==> src/rtl/wb_regfile_pkg.sv <==
// Shared processor constants: datapath widths, register count and the
// control-bit positions that the pipeline registers also use.
package wb_regfile_pkg;

    localparam int DATA_W   = 32;
    localparam int ADDR_W   = 5;
    localparam int NUM_REGS = 32;

    localparam int CTRL_MEMTOREG_BIT = 3;
    localparam int CTRL_REGWRITE_BIT = 6;

    // Register 0 is hard-wired to zero, so a write to it is never accepted.
    function automatic logic wb_accept(input logic we, input logic [ADDR_W-1:0] rd);
        return we && (rd != {ADDR_W{1'b0}});
    endfunction

endpackage

==> src/rtl/wb_mux.sv <==
// 2:1 write-back data select; also reused by the forwarding unit.
module wb_mux
    import wb_regfile_pkg::*;
#(
    parameter int W = DATA_W
) (
    input  logic         sel_i,
    input  logic [W-1:0] in0_i,
    input  logic [W-1:0] in1_i,
    output logic [W-1:0] out_o
);

    // sel_i=1 picks in1_i (load data), otherwise in0_i (ALU result).
    always_comb begin
        if (sel_i) begin
            out_o = in1_i;
        end else begin
            out_o = in0_i;
        end
    end

endmodule

==> src/rtl/wb_regfile.sv <==
// Flop-based register file with write-back select, write-through bypass on
// the two read ports, a registered debug port and a committed-write counter.
module wb_regfile
    import wb_regfile_pkg::*;
#(
    parameter int DATA_W   = wb_regfile_pkg::DATA_W,
    parameter int NUM_REGS = wb_regfile_pkg::NUM_REGS,
    parameter int ADDR_W   = wb_regfile_pkg::ADDR_W
) (
    input  logic              clock,
    input  logic              reset_n,
    input  logic [DATA_W-1:0] wbResult,
    input  logic [DATA_W-1:0] wbReadData,
    input  logic [ADDR_W-1:0] wbRd,
    input  logic              wbMemToReg,
    input  logic              wbRegWrite,
    input  logic [ADDR_W-1:0] rs1,
    input  logic [ADDR_W-1:0] rs2,
    output logic [DATA_W-1:0] rdata1,
    output logic [DATA_W-1:0] rdata2,
    input  logic [ADDR_W-1:0] dbgAddr,
    output logic [DATA_W-1:0] dbgData,
    output logic [15:0]       wbCount
);

    logic [DATA_W-1:0] regs_q [NUM_REGS];
    logic [DATA_W-1:0] dbg_q;
    logic [DATA_W-1:0] dbg_d;
    logic [15:0]       count_q;
    logic [15:0]       count_d;
    logic [DATA_W-1:0] wdata_s;
    logic              accept_s;
    logic              bypass_s;
    logic [DATA_W-1:0] rf_rd1_s;
    logic [DATA_W-1:0] rf_rd2_s;

    wb_mux #(.W(DATA_W)) u_wb_mux (
        .sel_i (wbMemToReg),
        .in0_i (wbResult),
        .in1_i (wbReadData),
        .out_o (wdata_s)
    );

    assign accept_s = wb_accept(wbRegWrite, wbRd);
    // Bypass is suppressed in reset so the read ports show stored contents.
    assign bypass_s = accept_s && reset_n;

    // Raw array reads with index 0 forced to zero.
    always_comb begin
        if (rs1 == {ADDR_W{1'b0}}) begin
            rf_rd1_s = {DATA_W{1'b0}};
        end else begin
            rf_rd1_s = regs_q[rs1];
        end
        if (rs2 == {ADDR_W{1'b0}}) begin
            rf_rd2_s = {DATA_W{1'b0}};
        end else begin
            rf_rd2_s = regs_q[rs2];
        end
    end

    // Read ports with write-through bypass from the write-back stage.
    always_comb begin
        if (bypass_s && (rs1 == wbRd)) begin
            rdata1 = wdata_s;
        end else begin
            rdata1 = rf_rd1_s;
        end
        if (bypass_s && (rs2 == wbRd)) begin
            rdata2 = wdata_s;
        end else begin
            rdata2 = rf_rd2_s;
        end
    end

    // Next-state for debug read (no bypass) and the write counter.
    always_comb begin
        if (dbgAddr == {ADDR_W{1'b0}}) begin
            dbg_d = {DATA_W{1'b0}};
        end else begin
            dbg_d = regs_q[dbgAddr];
        end
        if (accept_s) begin
            count_d = count_q + 16'd1;
        end else begin
            count_d = count_q;
        end
    end

    // Storage, debug register and counter; reset wins over a same-edge write.
    always_ff @(posedge clock) begin
        if (!reset_n) begin
            for (int i = 0; i < NUM_REGS; i++) begin
                regs_q[i] <= {DATA_W{1'b0}};
            end
            dbg_q   <= {DATA_W{1'b0}};
            count_q <= 16'd0;
        end else begin
            if (accept_s) begin
                regs_q[wbRd] <= wdata_s;
            end
            dbg_q   <= dbg_d;
            count_q <= count_d;
        end
    end

    assign dbgData = dbg_q;
    assign wbCount = count_q;

endmodule
==> config.mk <==
export PLATFORM = sky130hd
export DESIGN_NAME = wb_regfile
export DESIGN_NICKNAME = d
export VERILOG_FILES = /design/src/rtl/wb_regfile_pkg.sv /design/src/rtl/wb_mux.sv /design/src/rtl/wb_regfile.sv
export SDC_FILE = /design/constraint.sdc
export NUM_CORES = 2
export LEC_CHECK = 0
export CORE_MARGIN = 4
export CORE_UTILIZATION = 57
export DETAILED_ROUTE_END_ITERATION = 7
export PLACE_DENSITY = 0.89
export SLEW_MARGIN = 20
export SYNTH_ARGS = -nofsm -noshare
export SYNTH_HDL_FRONTEND = slang
export SYNTH_SLANG_ARGS = --single-unit
==> constraint.sdc <==
create_clock -name clock -period 3 [get_ports clock]
set_input_delay 0.6 -clock clock [delete_from_list [all_inputs] [get_ports clock]]
set_output_delay 0.6 -clock clock [all_outputs]
set_load 0.02 [all_outputs]
==> flow_metrics.tcl, run 1 <==
set metrics [dict create \
    fp-row-count 122 \
    cts-root-buf "clkbuf_16" \
    yosys.area_share.simple_pct 9.34 \
    ys_warn_count 0 \
    start_util_pct 57.6 \
    synth_top_area_share_pct 48.1 \
    synth_edf_count 1024 \
    cts.sinks 1072 \
    synthCells 5090 \
    avgSynthCellArea_sq_um 12.6 \
    numCtsBuffers 110 \
    worst_endpoint_kind "primary output" \
    num_io_pins 200 \
    synthXorXnorAreaFrac_pct 0.274 \
    ys.flop_type "edfxtp_1" \
    synthAdderAreaFrac_pct 0.0196 \
    dpl.hpwl_um 175000 \
    crit_endpoint "rdata1[5]" \
    synth_mux_area_share_pct 28.7 \
    synthTopCellsByArea "edfxtp_1 48%, mux4_2 16%, mux2i_1 10%" \
    cts.htree.levels 3 \
    synth_compound_area_share_pct 8.17 \
    grt_max_degree 64 \
    firstError "[ERROR GRT-0232] Routing congestion too high. Check the congestion heatmap in the GUI." \
    syn_area_sq_mm 0.0639 \
    cts_hold_buffers 0 \
    overflow 101 \
    synth_top_family_by_area "multiplexers" \
    yosys.area.top_type "edfxtp_1" \
    gp_congestion 1.06 \
    async_reset_ff_share_pct 0 \
    grt_usage_pct 62.3 \
    lastStage "global routing (5_1_grt)" \
    outcome "did not finish" \
    ys_seq_area_share_pct 49.6 \
    clk_path_buf_depth 3 \
    synth-seq-cells 1072 \
    synthDistinctLibCells 54 \
    dieWidth_um 343 \
    die_h_um 343 \
    numPortBuffers 199 \
]
==> layer usage <==
layer | GRT usage, % | overflow
met5 | 33.5 | 1
met4 | 59.1 | 47
met3 | 55.7 | 4
met2 | 73.4 | 47
met1 | 60.8 | 2
==> Yosys cell counts, drive strengths merged, types with 30 or more instances <==
| master | instances |
|---|---|
| a21oi | 167 |
| a2111oi | 31 |
| a211oi | 66 |
| mux2 | 140 |
| mux4 | 450 |
| o221ai | 34 |
| nand2 | 159 |
| o22ai | 70 |
| nor3 | 30 |
| mux2i | 664 |
| nor2 | 1046 |
| a22o | 65 |
| nor2b | 74 |
| buf | 199 |
| clkbuf | 359 |
| dfxtp | 48 |
| nor4 | 35 |
| edfxtp | 1024 |
| nand4 | 31 |
| a22oi | 172 |
==> through the flow <==
step                setup slack [ps]  util [%]  std cells  area, sq um  hold slack (ps)
floorplan                     -0.554         -       5121        64000              570
global placement               -1750      65.8       6911        73000              487
detailed placement             -1270      65.8       6912        73100              512
CTS                             -350      72.6       7373        80600              527
==> cell families after synthesis <==
| kind of cell | count (synthesis) |
|---|---|
| AOI/OAI and AO/OA | 736 |
| xor gates and xnor gates | 20 |
| adders and majority gates | 1 |
| buffers and inverters | 563 |
| DFF | 1072 |
| muxes | 1254 |
| other | 1 |
| and+or+nand+nor | 1443 |
==> what timing repair did <==
item | CTS
gates resized for setup | 665
endpoints found under the setup margin | 64
buffers inserted | 248
pin swaps | 133
gates cloned | 15
==> run 2: changes to the inputs <==
- CORE_UTILIZATION: 57 -> 40
- PLACE_DENSITY: 0.89 -> unset
- PLACE_DENSITY_LB_ADDON: unset -> 0.15
- clock period: 3 -> 3.9 ns (I/O delays scaled with it)
==> run 2 against run 1 <==
Compared with the run above: the flow now finishes, with violations (setup timing); area after synthesis is the same; synthesized cell count did not move.
==> flow_metrics.tcl, run 2 <==
set metrics [dict create \
    outcome "complete, but fails checks" \
    violations "setup timing" \
    cp-start-kind "primary input" \
    cp_max_fo 9 \
    ys_seq_area_share_pct 49.6 \
    cts_hold_buffers 0 \
    hold_viol 0 \
    synth_top_family_by_area "multiplexers" \
    grt_pass1_vias 50300 \
    synthAdderAreaFrac_pct 0.0196 \
    finClkSkew_ps 16.9 \
    ys.flop_type "edfxtp_1" \
    drc_errors 0 \
    endpoint "rdata2[1]" \
    place_ws_ps -712 \
    crit_cells 12 \
    hold_class "reg -> reg" \
    path_common_cell "buf_4" \
    clk_pin_slew_ps 60 \
    drive_above_1_share_pct 29.9 \
    clk_path_buf_depth 3 \
    crit_required_ps 3120 \
    die_h_um 408 \
    vias 51900 \
    synth_edf_count 1024 \
    layout.nets 5656 \
    grt_usage_pct 33.7 \
    dpl.hpwl_um 189000 \
    fin_ws_ps -43.6 \
    tightestPinTransition_ps 1040 \
    r2r_setup_slack_ps 1730 \
    critical_path.startpoint "wbRd[2]" \
    slew_headroom_pct 30.9 \
    largest_reg_flops 1024 \
    layout_commonest_cell "nor2_1" \
    core_sq_mm 0.159 \
    final_util_pct 49.5 \
    synthXorXnorAreaFrac_pct 0.274 \
    drtIter0Drc 7954 \
    synthCells 5090 \
    synthDistinctLibCells 54 \
    crit_chain "dlygate4sd2_1, nor3_1, buf_4, a21o_2, nor4_4, buf_12, buf_16, buf_4, nor4_1, a22o_1, buf_12, buf_4" \
    layout_common_cells "1,041 x nor2_1, 1,024 x edfxtp_1, 629 x mux2i_1, 545 x buf_4, 450 x mux4_2" \
    regMostFlops "regs_q" \
    setup_viol 3 \
    cpMaxStageDelayCell "nor4_1" \
    p_leak_nw 29.3 \
    r2r_start "regs_q[6][0]$_SDFFCE_PN0P_" \
    start_util_pct 40.3 \
    cts.htree.levels 3 \
    yosys.area.top_type "edfxtp_1" \
    yosys.area_share.simple_pct 9.34 \
    overflow 0 \
    routed_wl_um 289000 \
    area_growth_pct 22.9 \
    power_density_mw_per_mm2 410 \
    drv_cap 0 \
    post_drt_wl_per_cell_um 37.4 \
    path_buf_inv 7 \
    grt_pass1_wl_um 398000 \
    dieArea_sq_mm 0.166 \
    ys_warn_count 0 \
    synth_mux_area_share_pct 28.7 \
    rsz0062_at_grt "yes" \
    numCtsBuffers 120 \
    cts.sinks 1072 \
    timing.hold.ws_ps 502 \
    synth.most_common_cell "nor2_1" \
    ff2ff_path_depth 5 \
    cts-root-buf "clkbuf_16" \
    dieWidth_um 408 \
    synthTopCellsByArea "edfxtp_1 48%, mux4_2 16%, mux2i_1 10%" \
    crit_family "buffers and inverters" \
    async_reset_ff_share_pct 0 \
    drt-vias-per-instance 6.71 \
    max_freq_mhz 254 \
    num_io_pins 200 \
    worst-setup-path-type "in -> out" \
    avgSynthCellArea_sq_um 12.6 \
    numPortBuffers 199 \
    fin_crit_sh_pct 101 \
    cts_tree "built" \
    slew_viol_final 0 \
    antenna_found_initial 6 \
    gp_congestion 0.973 \
    post-route-min-period_ps 3940 \
    crit_arrival_ps 3160 \
    max_stage_delay_ps 480 \
    syn_area_sq_mm 0.0639 \
    synth_top_area_share_pct 48.1 \
    rr_endpoint "dbgData[0]$_SDFF_PP0_" \
    drtPass1Iterations 6 \
    grt_max_degree 57 \
    synth-seq-cells 1072 \
    insertion_delay_ps 760 \
    ant_nets 0 \
    synthTopCellsByCount "1,046 x nor2_1, 1,024 x edfxtp_1, 664 x mux2i_1, 450 x mux4_2, 359 x clkbuf_1" \
    fp-row-count 146 \
    ir_drop_mv 0.392 \
    synth_compound_area_share_pct 8.17 \
    fillers 13800 \
    crit_path_end_kind "primary output" \
]
run 2: cell counts after synthesis:
No cell type changed its count.
run 2: logic make-up after synthesis:
| group | count (synthesis) |
|---|---|
| AND/OR/NAND/NOR | 1443 |
| adder cells (fa/ha/maj) | 1 |
| buffers and inverters | 563 |
| multiplexers | 1254 |
| other | 1 |
| XOR/XNOR | 20 |
| flip-flops | 1072 |
| AO/OA/AOI/OAI | 736 |
run 2: repair_timing:
action,CTS,global route
pin swaps,10,4
gates cloned,3,0
setup buffers,11,15
endpoints found under the hold margin,0,0
setup endpoints to repair,64,38
gates resized for setup,130,44
run 2: metal layers:
metal  up-vias  routed length, um  global-route usage (%)
li1      20600                  -                       -
met2      3920             127000                    50.8
met5         -                 27                       0
met1     26600             108000                    44.7
met4         4              20000                    19.3
met3       771              34000                    7.98
run 2: tightest hold or removal path: stages (launching register included):
cell and delay (ps):
dfxtp_1 330, o21ai_0 70, a21oi_1 60
run 2: worst min-delay path by stage:
| stage | start | endpoint | depth (start not counted) |
|---|---|---|---|
| 3_5_place_dp | wbCount[11]$_SDFFE_PN0P_ | wbCount[11]$_SDFFE_PN0P_ | 2 |
| 5_1_grt | wbCount[11]$_SDFFE_PN0P_ | wbCount[11]$_SDFFE_PN0P_ | 2 |
| 6_report | wbCount[11]$_SDFFE_PN0P_ | wbCount[11]$_SDFFE_PN0P_ | 2 |
| 3_3_place_gp | wbCount[11]$_SDFFE_PN0P_ | wbCount[11]$_SDFFE_PN0P_ | 2 |
| 4_1_cts | wbCount[11]$_SDFFE_PN0P_ | wbCount[11]$_SDFFE_PN0P_ | 2 |
| 2_1_floorplan | wbCount[11]$_SDFFE_PN0P_ | wbCount[11]$_SDFFE_PN0P_ | 2 |
run 2: power breakdown:
| part | total (W) | internal (W) | switching, W | leakage (nW) |
|---|---|---|---|---|
| registers | 0.0138 | 0.0133 | 0.000512 | 10.1 |
| logic | 0.00631 | 0.00268 | 0.00363 | 17.2 |
| clock network | 0.0121 | 0.00708 | 0.00503 | 1.99 |
run 2: final cells by class:
type                       instances  area [sq um]  area share, %
sequential                      1072         31700           40.4
multi-input combinational       3486         31000           39.4
timing repair buffer             882          9150           11.6
clock buffer                     142          3160           4.02
tap                             2072          2590           3.30
clock inverter                    77           957           1.22
inverter                           5          18.8         0.0239
antenna                            3          7.51        0.00956
run 2: stage by stage:
step	TNS, ps	total power, W	std cells	cell area [sq um]
after floorplan	0	0.0170	5121	64000
after global placement	-16610	0.0200	7488	73600
after detailed placement	-15400	0.0201	7488	73600
after CTS	0	0.0321	7721	78300
after global routing	-4.18	0.0329	7736	78500
final	-81.1	0.0322	7739	78500
(Power assumes the default switching activity.)
